$ cat src/rtl/muxn_rr_reg.sv
// N:1 registered valid/ready multiplexer with manual or round-robin channel selection.
// Define MUXN_PARITY_EN to add a registered even-parity output (out_par).
module muxn_rr_reg #(
  parameter int unsigned WIDTH = 4,
  parameter int unsigned N     = 4,
  localparam int unsigned SELW = $clog2(N)
) (
  input  logic               clk,
  input  logic               rst_n,
  input  logic [N*WIDTH-1:0] in_data,
  input  logic [N-1:0]       in_valid,
  output logic [N-1:0]       in_ready,
  input  logic [SELW-1:0]    sel,
  input  logic               mode,
  output logic [WIDTH-1:0]   out_data,
  output logic [SELW-1:0]    out_ch,
  output logic               out_valid,
`ifdef MUXN_PARITY_EN
  output logic               out_par,
`endif
  input  logic               out_ready
);

  logic [SELW-1:0]  rr_ptr_q;
  logic             ld;
  logic             grant;
  logic [SELW-1:0]  g;
  logic [WIDTH-1:0] g_data;
  int unsigned      sel_u;
  int unsigned      ptr_u;

  assign ld    = !out_valid || out_ready;
  assign sel_u = 32'(sel);
  assign ptr_u = 32'(rr_ptr_q);

  // Round-robin scans offsets N down to 1 so the closest valid channel after
  // rr_ptr is the last one written, i.e. the winner.
  always_comb begin
    grant = 1'b0;
    g     = '0;
    if (!mode) begin
      for (int unsigned c = 0; c < N; c++) begin
        if (sel_u == c && in_valid[c]) begin
          grant = 1'b1;
          g     = SELW'(c);
        end
      end
    end else begin
      for (int unsigned k = N; k >= 1; k--) begin
        for (int unsigned c = 0; c < N; c++) begin
          if (c == (ptr_u + k) % N && in_valid[c]) begin
            grant = 1'b1;
            g     = SELW'(c);
          end
        end
      end
    end
  end

  always_comb begin
    g_data   = '0;
    in_ready = '0;
    for (int unsigned c = 0; c < N; c++) begin
      if (g == SELW'(c)) begin
        g_data = in_data[c*WIDTH +: WIDTH];
      end
      in_ready[c] = ld && grant && (g == SELW'(c));
    end
  end

  always_ff @(posedge clk or negedge rst_n) begin
    if (!rst_n) begin
      out_valid <= 1'b0;
      out_data  <= '0;
      out_ch    <= '0;
      rr_ptr_q  <= SELW'(N - 1);
    end else if (ld) begin
      if (grant) begin
        out_valid <= 1'b1;
        out_data  <= g_data;
        out_ch    <= g;
        if (mode) begin
          rr_ptr_q <= g;
        end
      end else begin
        out_valid <= 1'b0;
      end
    end
  end

`ifdef MUXN_PARITY_EN
  always_ff @(posedge clk or negedge rst_n) begin
    if (!rst_n) begin
      out_par <= 1'b0;
    end else if (ld && grant) begin
      out_par <= ^g_data;
    end
  end
`endif

endmodule

$ cat config.mk
export PLATFORM = sky130hd
export DESIGN_NAME = muxn_rr_reg
export DESIGN_NICKNAME = d
export VERILOG_FILES = /design/src/rtl/muxn_rr_reg.sv
export SDC_FILE = /design/constraint.sdc
export NUM_CORES = 1
export LEC_CHECK = 0
export CORE_AREA = 2 2 51 53
export DETAILED_ROUTE_END_ITERATION = 8
export DIE_AREA = 0 0 53 55
export MAX_ROUTING_LAYER = met4
export PLACE_DENSITY = 0.75
export SLEW_MARGIN = 0
export SYNTH_ARGS = -nofsm -noshare
export SYNTH_HDL_FRONTEND = slang
export SYNTH_SLANG_ARGS = --single-unit
$ cat constraint.sdc
create_clock -name clk -period 1.9 [get_ports clk]
set_input_delay 0.285 -clock clk [delete_from_list [all_inputs] [get_ports clk]]
set_output_delay 0.285 -clock clk [all_outputs]
set_load 0.01 [all_outputs]
==> results.py, run 1 <==
metrics = {
    "drt": {
        "via_count": 1089,
        "dr.pass1.iters": 4,
        "drc": 0,
        "drtIter0Drc": 32,
        "drt_wl_total_um": 3290,
        "vias_per_cell": 5.50,
        "ant_nets": 0,
        "wl_per_cell_um": 16.6,
    },
    "yosys": {
        "synth_async_sr_flop_share": 1.00,
        "ys.warnings.count": 0,
        "synth_area_leaders": "dfrtp_1 22%, a311oi_1 8.8%, dfstp_2 6.6%, o31ai_1 5.6%, nand2_1 5.2%",
        "yosys_register_bits": 9,
        "yosysTopAreaCell": "dfrtp_1",
        "synth_area_per_cell_um2": 8.43,
        "ys.flop_type": "dfrtp_1",
        "ys_types": 30,
        "netlist.area_leader.share": 0.219,
        "netlist_instances": 95,
        "syn_area_um2": 801,
        "syn_nets": 121,
        "yosysSeqAreaShare": 0.284,
        "synth_enable_flop_cells": 0,
    },
    "critical_path": {
        "crit_fanout": 6,
        "crit_type": "flop to output pin",
        "crit_arrival_ns": 1.94,
        "r2r_setup_slack_ns": -0.26,
        "endpoint_kind": "output pin",
        "crit_required_ns": 1.62,
        "startpoint_type": "flop",
    },
    "run_status": {
        "status": "complete, but fails checks",
        "violations": "setup timing",
    },
    "power": {
        "power.leakage_nw": 0.700,
        "pwr_density_cell_nw_per_um2": 705,
        "ir_drop_uv": 468,
        "power_mw": 1.19,
    },
    "timing": {
        "setup_viol": 8,
        "slew_headroom": 0.728,
        "rsz0062_at_grt": "true",
        "skew_ns": 0.00487,
        "slew_violations": 0,
        "tightest_slew_ns": 0.405,
        "final-hold-violation-count": 0,
        "whs_ns": 0.284,
        "fmax_ghz": 0.449,
        "setup_tns_ns": -1.81,
        "finalCritPeriodShare": 1.17,
        "fin_ws_ns": -0.329,
        "fin_crit_ns": 2.23,
    },
    "grt": {
        "grt-ovfl-total": 0,
        "grt_pass1_vias": 1081,
        "antenna_found_initial": 0,
        "grt_pass1_wl_um": 4720,
        "track_usage": 0.234,
        "grt_max_degree": 11,
    },
    "clock_network": {
        "cts.sinks": 9,
        "clockRootBuffer": "clkbuf_4",
        "cts_tree": "done",
        "clk_path_buf_depth": 2,
        "cts_buffers": 3,
        "htreeDepth": 1,
        "path_clk_slew_ns": 0.06,
        "clock_latency_ns": 0.27,
    },
    "placement": {
        "io_buffer_count": 36,
        "dp.final_hpwl_um": 2030,
        "post-place-ws_ns": -0.780,
        "place.gp.congestion": 0.788,
    },
    "floorplan": {
        "die_w_um": 53,
        "num_rows": 18,
        "die-area_um2": 2920,
        "start_util": 0.339,
        "io_pins": 37,
        "coreArea_um2": 2360,
        "die-height_um": 55,
    },
    "layout": {
        "synthToLayoutAreaGrowth_pct": 111,
        "layout_common_cells": "31 x buf_4, 26 x clkdlybuf4s50_1, 10 x nand2_1",
        "drive_above_1_share": 0.488,
        "final_util": 0.714,
        "n_antenna_cell": 0,
        "fillers": 174,
        "layout_commonest_cell": "buf_4",
        "layout.nets": 195,
    },
    "hold_path": {
        "hp-class": "input pin to asynchronous set/reset pin",
    },
    "job": {
        "cap_viol_max_count": 0,
    },
}
==> critical path: stages, from the launching register on <==
cell and delay, ns:
dfstp_2 0.61, a21bo_1 0.24, a31o_1 0.24, buf_6 0.12
or2_4 0.25, nor2_4 0.11, buf_6 0.10
==> final timing paths <==
| check | from | endpoint | depth (start not counted) |
|---|---|---|---|
| max in group asynchronous | rst_n | rr_ptr_q[1]$_DFFE_PN1P_ | 1 |
| hold / removal | rst_n | out_data[1]$_DFFE_PN0P_ | 1 |
| setup / recovery | rr_ptr_q[1]$_DFFE_PN1P_ | in_ready[1] | 6 |
| hold reg to reg | out_ch[1]$_DFFE_PN0P_ | out_ch[1]$_DFFE_PN0P_ | 2 |
| min in group clk | in_valid[0] | out_valid$_DFFE_PN0N_ | 3 |
| setup reg to reg | rr_ptr_q[1]$_DFFE_PN1P_ | out_data[0]$_DFFE_PN0P_ | 8 |
==> per-layer routing <==
layer | GRT usage | share of wire
met5 | - | 0
met4 | 0.141 | 0.043
met3 | 0.0403 | 0.041
met2 | 0.419 | 0.52
met1 | 0.243 | 0.39
==> timing repair <==
| action | 4_1_cts | 5_1_grt |
|---|---|---|
| pin swaps | 19 | 10 |
| gates resized for setup | 58 | 14 |
| endpoints found under the hold margin | 0 | 0 |
| endpoints found under the setup margin | 8 | 9 |
| hold buffers | 0 | 0 |
| setup buffers | 12 | 2 |
==> report_power, final <==
part	switching, mW	leakage (nW)	internal [mW]
Sequential	0.0381	0.104	0.248
Clock	0.0716	0.0150	0.0812
Combinational	0.343	0.581	0.409
Total	0.453	0.700	0.738
==> logic make-up (layout without fill, tap and decap cells) <==
group / count (synthesis) / count (layout) / share of synthesized area
compound gates: 40 / 40 / 0.408
mux: 2 / 2 / 0.0281
flops: 9 / 9 / 0.284
buf+inv: 13 / 86 / 0.0906
simple gates: 31 / 31 / 0.189
==> state kept, by name (all words and copies together), names as in the netlist <==
signal and cells:
rr_ptr_q 2, out_valid 1, out_ch 2, out_data 4
==> stage by stage <==
| stage | instance area (um2) | std cells |
|---|---|---|
| floorplan | 813 | 95 |
| global placement | 1350 | 181 |
| detailed placement | 1350 | 181 |
| CTS | 1620 | 196 |
| global route | 1690 | 198 |
| finish | 1690 | 198 |
==> layout make-up <==
class | instances | area (um2) | area share
well taps | 30 | 37.5 | 0.0222
flip-flops and latches | 9 | 228 | 0.135
repair buffers | 73 | 632 | 0.374
multi-input cells | 73 | 732 | 0.433
clock buffers | 4 | 26.3 | 0.0156
inverters | 9 | 33.8 | 0.0200
==> cell usage after synthesis (all sizes together), types with 2 or more instances <==
cell type	number
a2111oi	4
nand3b	3
a31o	2
dfrtp	7
a21oi	6
inv	9
nand2	11
buf	4
dfstp	2
nor2	8
a21bo	2
nand2b	6
mux2	2
a311oi	8
o21ai	4
a221oi	4
o31ai	6
Note: power is estimated with default switching activity, not from simulation.
==> run 2: changes to the inputs <==
--- a/config.mk
+++ b/config.mk
@@ -10,6 +10,7 @@
 export DIE_AREA = 0 0 53 55
 export MAX_ROUTING_LAYER = met4
 export PLACE_DENSITY = 0.75
+export SKIP_LAST_GASP = 1
 export SLEW_MARGIN = 0
 export SYNTH_ARGS = -nofsm -noshare
 export SYNTH_HDL_FRONTEND = slang
==> results.py, run 2 (same netlist as run 1, synthesis figures left out) <==
metrics = {
    "drt": {
        "wl_per_cell_um": 17.5,
        "ant_nets": 0,
        "via_count": 1131,
        "dr.pass1.iters": 4,
        "vias_per_cell": 5.71,
        "drc": 0,
        "drt_wl_total_um": 3470,
        "drtIter0Drc": 29,
    },
    "grt": {
        "grt-ovfl-total": 0,
        "track_usage": 0.247,
        "grt_pass1_wl_um": 4980,
        "grt_pass1_vias": 1088,
        "grt_max_degree": 11,
        "antenna_found_initial": 0,
    },
    "layout": {
        "fin_cells": 198,
        "largest_reg_flops": 4,
        "layout.nets": 195,
        "layout_common_cells": "33 x buf_4, 26 x clkdlybuf4s50_1, 10 x nand2_1",
        "drive_above_1_share": 0.482,
        "largest_register": "out_data",
        "stdcell_area_um2": 1670,
        "synthToLayoutAreaGrowth_pct": 108,
        "n_antenna_cell": 0,
        "reg_top3": "out_data x4, out_ch x2, rr_ptr_q x2",
        "layout_commonest_cell": "buf_4",
    },
    "placement": {
        "io_buffer_count": 36,
        "placed_cell_area_um2": 1350,
        "placed_cells": 181,
        "place.gp.congestion": 0.788,
        "post-place-ws_ns": -0.780,
        "dp.final_hpwl_um": 2030,
    },
    "timing": {
        "rsz0062_at_grt": "true",
        "final-hold-violation-count": 0,
        "fin_crit_ns": 2.20,
        "fin_ws_ns": -0.304,
        "tightest_slew_ns": 0.459,
        "fmax_ghz": 0.454,
        "slew_headroom": 0.692,
        "finalCritPeriodShare": 1.16,
        "slew_violations": 0,
        "skew_ns": 0.00335,
        "setup_viol": 8,
    },
    "floorplan": {
        "io_pins": 37,
        "num_rows": 18,
        "coreArea_um2": 2360,
        "die-height_um": 55,
        "die_w_um": 53,
        "start_util": 0.339,
        "die-area_um2": 2920,
    },
    "clock_network": {
        "clockRootBuffer": "clkbuf_4",
        "cts_buffers": 3,
        "cts.sinks": 9,
        "htreeDepth": 1,
        "clk_path_buf_depth": 2,
        "clock_latency_ns": 0.27,
        "cts_tree": "done",
        "path_clk_slew_ns": 0.06,
    },
    "run_status": {
        "violations": "setup timing",
        "status": "complete, but fails checks",
    },
    "critical_path": {
        "endpoint_kind": "output pin",
        "reg2reg_depth": 8,
        "r2r_setup_slack_ns": -0.23,
        "crit_required_ns": 1.62,
        "crit_arrival_ns": 1.92,
        "r2r_start": "rr_ptr_q[0]$_DFFE_PN1P_",
        "startpoint_type": "flop",
        "r2r-end": "out_data[0]$_DFFE_PN0P_",
        "crit_fanout": 3,
        "crit_type": "flop to output pin",
    },
    "hold_path": {
        "hp-class": "input pin to asynchronous set/reset pin",
    },
    "power": {
        "power.leakage_nw": 0.695,
        "pwr_density_cell_nw_per_um2": 708,
        "ir_drop_uv": 467,
    },
    "job": {
        "cap_viol_max_count": 0,
    },
}
run 2: cell count changes in the layout (fill, tap and decap cells not counted):
cell      previous run  this run
a311oi_1             5         4
a311oi_4             2         1
a311oi_2             1         3
nand2b_4             5         4
nand2b_1             1         2
a21oi_4              1         0
a221oi_4             0         1
a221oi_2             2         1
buf_4               31        33
o21ai_2              1         0
buf_6                7         5
o21ai_1              2         3
a21oi_2              3         4
run 2: per-stage QoR:
step	util	total power [mW]	hold slack (ns)	setup TNS, ns
3_5_place_dp	0.572	0.788	0.461	-5.59
3_3_place_gp	0.572	0.776	0.470	-4.91
2_1_floorplan	-	0.536	-0.0106	-0.0109
6_report	0.706	1.18	0.285	-1.77
4_1_cts	0.678	1.08	0.312	-1.65
5_1_grt	0.706	1.23	0.328	-2.20
run 2: layer usage:
metal | global-route usage | up-vias | wire length [um]
met1 | 0.255 | 536 | 1320
met4 | 0.184 | 0 | 143
met3 | 0.0457 | 16 | 203
li1 | - | 517 | -
met2 | 0.425 | 62 | 1800
met5 | - | - | 0
run 2: worst max path at each step:
stage / to / slack (ns) / start / cells after the start
after floorplan: in_ready[3] / -0.008 / rr_ptr_q[0]$_DFFE_PN1P_ / 7
after global placement: in_ready[1] / -0.72 / in_valid[1] / 7
after detailed placement: in_ready[1] / -0.78 / in_valid[0] / 7
after CTS: in_ready[3] / -0.33 / rr_ptr_q[0]$_DFFE_PN1P_ / 7
after global routing: in_ready[3] / -0.35 / rr_ptr_q[1]$_DFFE_PN1P_ / 6
final: in_ready[3] / -0.30 / rr_ptr_q[0]$_DFFE_PN1P_ / 8
run 2: area by class of cell:
type | count | area (um2)
flip-flops and latches | 9 | 228
inverters | 9 | 33.8
multi-input cells | 73 | 719
fillers | 178 | 696
well taps | 30 | 37.5
repair buffers | 73 | 624
clock buffers | 4 | 26.3
run 2: worst max-delay path: stages, from the launching register on:
cell,delay (ns)
dfstp_2,0.38
buf_4,0.15
nand2b_4,0.13
a21bo_1,0.17
a31o_1,0.23
buf_6,0.12
or2_4,0.25
nor2_2,0.08
buf_2,0.13
run 2: what timing repair did:
item	in CTS	in global routing
setup endpoints to repair	8	9
pin swaps	19	11
gates resized for setup	53	15
hold buffers	0	0
buffers inserted	12	2
run 2: report_power, final:
part	leakage, nW	switching (mW)	internal [mW]
registers	0.104	0.0367	0.248
clock network	0.0150	0.0719	0.0813
logic	0.575	0.346	0.399
total	0.695	0.454	0.727
